==> src/rtl/serial_add_ctrl_pkg.sv <==
// Shared constants for the bit-serial adder controller.
// Latency: n/a (constants only).
// Backpressure: n/a.
package serial_add_ctrl_pkg;

    // Default operand width and matching bit-counter width (2**CNT_W > WIDTH)
    localparam int DEF_WIDTH = 8;
    localparam int DEF_CNT_W = 5;

    // FSM state encoding
    localparam logic [0:0] S_IDLE = 1'b0;
    localparam logic [0:0] S_RUN  = 1'b1;

endpackage

==> src/rtl/full_adder.sv <==
// One-bit full adder cell shared by the serial adder controller.
// Latency: combinational, zero cycles.
// Backpressure: none.
module full_adder (
    input  logic a,
    input  logic b,
    input  logic cin,
    output logic sum,
    output logic cout
);

    assign sum  = a ^ b ^ cin;
    assign cout = (a & b) | (cin & (a ^ b));

endmodule

==> src/rtl/serial_add_ctrl.sv <==
// Bit-serial WIDTH-bit adder: one full_adder cell reused LSB first with a registered carry.
// Latency: start accepted at edge E0 -> done pulses in the cycle after edge E0+WIDTH.
// Backpressure: start ignored (not queued) while busy; accepted again in the done cycle.
module serial_add_ctrl
    import serial_add_ctrl_pkg::*;
#(
    parameter int WIDTH = DEF_WIDTH,
    parameter int CNT_W = DEF_CNT_W
) (
    input  logic             clk,
    input  logic             rst_n,
    input  logic             start,
    input  logic [WIDTH-1:0] a,
    input  logic [WIDTH-1:0] b,
    input  logic             c_in,
    output logic             busy,
    output logic             done,
    output logic [WIDTH-1:0] sum,
    output logic             c_out
);

    localparam logic [CNT_W-1:0] CNT_LAST = CNT_W'(WIDTH - 1);

    logic [0:0]       state;
    logic [WIDTH-1:0] a_sh;
    logic [WIDTH-1:0] b_sh;
    logic [WIDTH-1:0] acc;
    logic             carry;
    logic [CNT_W-1:0] count;
    logic             fa_sum;
    logic             fa_cout;
    logic             last_bit;
    logic             accept;

    // busy is decoded straight from the state so reset clears it immediately
    assign busy     = (state == S_RUN);
    assign accept   = (state == S_IDLE) && start;
    assign last_bit = (count == CNT_LAST);

    full_adder u_fa (a_sh[0], b_sh[0], carry, fa_sum, fa_cout);

    // Control FSM: IDLE accepts a start, RUN lasts exactly WIDTH cycles
    always_ff @(posedge clk or negedge rst_n) begin
        if (!rst_n) begin
            state <= S_IDLE;
        end else if (accept) begin
            state <= S_RUN;
        end else if (busy && last_bit) begin
            state <= S_IDLE;
        end
    end

    // Operand shifters, running carry, partial result and bit counter
    always_ff @(posedge clk or negedge rst_n) begin
        if (!rst_n) begin
            a_sh  <= '0;
            b_sh  <= '0;
            acc   <= '0;
            carry <= 1'b0;
            count <= '0;
        end else if (accept) begin
            a_sh  <= a;
            b_sh  <= b;
            acc   <= '0;
            carry <= c_in;
            count <= '0;
        end else if (busy) begin
            a_sh  <= {1'b0, a_sh[WIDTH-1:1]};
            b_sh  <= {1'b0, b_sh[WIDTH-1:1]};
            acc   <= {fa_sum, acc[WIDTH-1:1]};
            carry <= fa_cout;
            // Return to zero on the last bit so count never reaches WIDTH
            count <= last_bit ? '0 : count + 1'b1;
        end
    end

    // Result registers update only on the completion edge; done is a one-cycle pulse
    always_ff @(posedge clk or negedge rst_n) begin
        if (!rst_n) begin
            sum   <= '0;
            c_out <= 1'b0;
            done  <= 1'b0;
        end else if (busy && last_bit) begin
            sum   <= {fa_sum, acc[WIDTH-1:1]};
            c_out <= fa_cout;
            done  <= 1'b1;
        end else begin
            done  <= 1'b0;
        end
    end

endmodule
==> config.mk <==
export PLATFORM = sky130hd
export DESIGN_NAME = serial_add_ctrl
export DESIGN_NICKNAME = d
export VERILOG_FILES = /design/src/rtl/serial_add_ctrl_pkg.sv /design/src/rtl/full_adder.sv /design/src/rtl/serial_add_ctrl.sv
export SDC_FILE = /design/constraint.sdc
export NUM_CORES = 1
export LEC_CHECK = 0
export CORE_MARGIN = 2
export CORE_UTILIZATION = 30
export CTS_CLUSTER_SIZE = 16
export DETAILED_ROUTE_END_ITERATION = 7
export SLEW_MARGIN = 0
export SYNTH_ARGS = -nofsm -noshare
export SYNTH_HDL_FRONTEND = slang
export SYNTH_SLANG_ARGS = --single-unit
==> constraint.sdc <==
create_clock -name clk -period 1.55 [get_ports clk]
set_clock_uncertainty 0.1 [all_clocks]
set_input_delay 0.31 -clock clk [delete_from_list [all_inputs] [get_ports clk]]
set_output_delay 0.31 -clock clk [all_outputs]
set_load 0.02 [all_outputs]
==> results.txt <==
----------------------------------------------------
[Clocking]
  Clock Root Buffer ... sky130_fd_sc_hd__clkbuf_8
  Clk sinks ... 40
  Number of buffers created by CTS ... 5
  TritonCTS clock tree ... built
  Buffer count from post-CTS setup fixing ... 0
  Latest clock arrival within the worst-skew pair ... 0.29 ns
  CTS max path bufs ... 2
  Clock transition at the register clock pins on the worst setup and hold paths after CTS ... 0.08 ns
  H-tree depth reported by CTS ... 2

[Layout]
  Post-layout net count ... 216
  Non-filler cells, final ... 270
  Ratio of cells with drive above 1 in the final layout ... 18.46%
  Area growth from synthesis to layout ... 30.36%
  Number of antenna cells inserted ... 0
  Filler instances ... 590

[STA]
  Shortest clock period the worst path allows after layout ... 1.482 ns
  Maximum achievable frequency ... 675.0 MHz
  Worst-case setup margin in the final layout ... 0.06849 ns
  Number of failing hold endpoints at the final stage ... 0
  Final critical-path share of the clock period ... 95.58%
  Number of slew-limit violations in the final report ... 0
  Headroom to the max-slew limit ... 81.73%
  Worst slew pin tran ... 0.2730 ns
  RSZ-0062 raised after global routing ... no
  Final-report setup violation count ... 0

[Global route]
  Antenna violations before repair ... 0
  Gr usage total ... 11.08%
  Pin count of the biggest net entering global routing ... 41
  Leftover overflow at the end of global routing ... 0
  Wire length of the first global-routing pass ... 5554 um
  Via count of the first global-routing pass ... 1215

[Routing]
  Antenna-violating nets left ... 0
  Via density per instance ... 4.474
  Post-DR wirelength/cell ... 11.95 um
  DR iter-0 viols ... 57
  TritonRoute pass-1 iters ... 4
  Vias ... 1208
  Number of design rule violations left after detail routing ... 0
  Final wirelength ... 3227 um

[Die]
  Die height ... 81.31 um
  Area of the die ... 6611 sq um
  Top Ports ... 31
  Std-Cell Rows ... 28
  Die span in x ... 81.31 um
  Initial core utilization ... 30.65%
  Core region area ... 5851 sq um

[Yosys]
  Synthesized area per cell ... 11.72 sq um
  Sequential area share after synthesis ... 55.83%
  Synth warnings ... 0
  Syn nets ... 175
  Number of cells produced by synthesis ... 153
  Synthesized flop and latch total ... 40
  Top cell types by occurrence after synthesis ... sky130_fd_sc_hd__dfrtp_1, sky130_fd_sc_hd__nand2_1, sky130_fd_sc_hd__o21ai_0, sky130_fd_sc_hd__mux2i_1, sky130_fd_sc_hd__mux2_4
  Fraction of post-synthesis cell area in the top cell type by area ... 55.83%
  Area of the mapped netlist ... 1793 sq um
  Synth Flop Type ... sky130_fd_sc_hd__dfrtp_1
  Synth area leader ... sky130_fd_sc_hd__dfrtp_1
  Fraction of registers with async set/reset ... 100.0%
  Post-synth EDFFs ... 0
  Number of unique standard cell types used by synthesis ... 26
  Synth area leaders ... sky130_fd_sc_hd__dfrtp_1, sky130_fd_sc_hd__mux2i_1, sky130_fd_sc_hd__o21ai_0
  Dominant cell by count in the synthesized netlist ... sky130_fd_sc_hd__dfrtp_1

[Worst setup path]
  Flop-to-flop setup slack ... 0.07 ns
  Crit end category ... flop
  Maximum fanout encountered on the critical timing path ... 4
  Setup crit start kind ... flop
  Arrival time at the worst endpoint ... 1.56 ns
  Path type of the worst setup path ... reg2reg
  Required time reported for the critical path endpoint ... 1.63 ns

[Placed design]
  Detailed Place HPWL ... 2224 um
  DP Worst Slack ... -0.04168 ns
  Dpl cells ... 261
  Placer's final routability congestion estimate ... 0.6783
  PortBufs ... 30

[Power]
  Static Leak ... 1.120 nW
  PD cells ... 1618 nW/um^2
  Highest ir drop seen on vdd ... 0.5755 mV

[Outcome]
  Outcome ... complete, no violations

[Worst hold path]
  Tightest Hold Check Type ... reg2reg

[Job]
  Max capacitance violation total ... 0

----------------------------------------------------
final cells by class:
type / instances / area, sq um / share of cell area (%)
flip-flops and latches: 40 / 1001 / 42.83
multi-input cells: 102 / 732.0 / 31.32
repair buffers: 44 / 414.1 / 17.72
well taps: 75 / 93.84 / 4.015
clock buffers: 6 / 82.58 / 3.533
clock inverters: 2 / 10.01 / 0.4283
inverters: 1 / 3.754 / 0.1606
cell families (layout without fill, tap and decap cells):
kind of cell,after synthesis,in the layout,share of synthesized area (%)
simple gates,43,43,12.00
flops,40,40,55.83
compound gates,31,31,9.491
mux,26,26,16.82
buf+inv,11,53,4.047
fa+ha+maj,2,2,1.814
flip-flops by register name, summed over array words and instances, names as in the netlist:
register  flops
a_sh          8
c_out         1
carry         1
acc           7
count         5
b_sh          8
busy          1
done          1
sum           8
worst paths after layout:
kind	cells past startpoint	end	startpoint
worst max-delay path	5	c_out	count[1]
worst max register to register	5	c_out	count[1]
worst min register to register	2	a_sh[3]	a_sh[4]
worst min-delay path	2	a_sh[3]	a_sh[4]
max in group asynchronous	3	b_sh[4]	rst_n
min in group asynchronous	3	sum[3]	rst_n
metal layers:
metal / wire [um] / vias to the layer above / global-route usage (%)
met3: 175 / 8 / 3.667
met4: 56 / 0 / 5.085
met1: 1550 / 571 / 13.70
met2: 1444 / 27 / 17.46
li1: - / 602 / -
met5: 0 / - / 0
critical path: stages, from the launching register on:
cell                       delay [ns]
sky130_fd_sc_hd__dfrtp_1         0.41
sky130_fd_sc_hd__ha_4            0.16
sky130_fd_sc_hd__nand3b_4        0.09
sky130_fd_sc_hd__nor2_4          0.11
sky130_fd_sc_hd__buf_4           0.16
sky130_fd_sc_hd__mux2_2          0.34
power breakdown:
group	internal (W)	switching, W	leakage, nW
logic	0.000729	0.000683	0.541
clock network	0.000355	0.000354	0.0510
registers	0.00142	0.000242	0.528
metrics by stage:
stage	hold slack, ns	setup TNS [ns]	power, W	utilization (%)	cell area, sq um
floorplan	-0.08559	0	0.002635	-	1793
global placement	0.1997	-0.2521	0.003140	38.22	2236
detailed placement	0.2004	-0.3446	0.003177	38.22	2236
CTS	0.3864	0	0.003828	39.73	2325
global route	0.4095	0	0.004080	39.95	2337
finish	0.3800	0	0.003781	39.95	2337
layout by cell type (no fill, tap or decap), drive strengths merged:
master         count
fa                 1
dlygate4sd3        1
nand3b             1
buf               14
dfrtp             40
inv                1
clkbuf             6
nor2b              1
mux2               9
ha                 1
a21oi              1
clkdlybuf4s50     18
o21ai             25
a21o               1
o211ai             1
nand2             26
nand3              2
nor2               6
nand2b             7
clkinv             2
dlygate4sd2       11
o22ai              1
mux2i             17
a22o               2
timing repair:
item / 4_1_cts / 5_1_grt
setup endpoints to repair: 11 / 6
hold buffers: 1 / 0
gates cloned: 0 / 0
resized for setup: 11 / 2
hold endpoints to repair: 40 / 0
(Power assumes the default switching activity.)
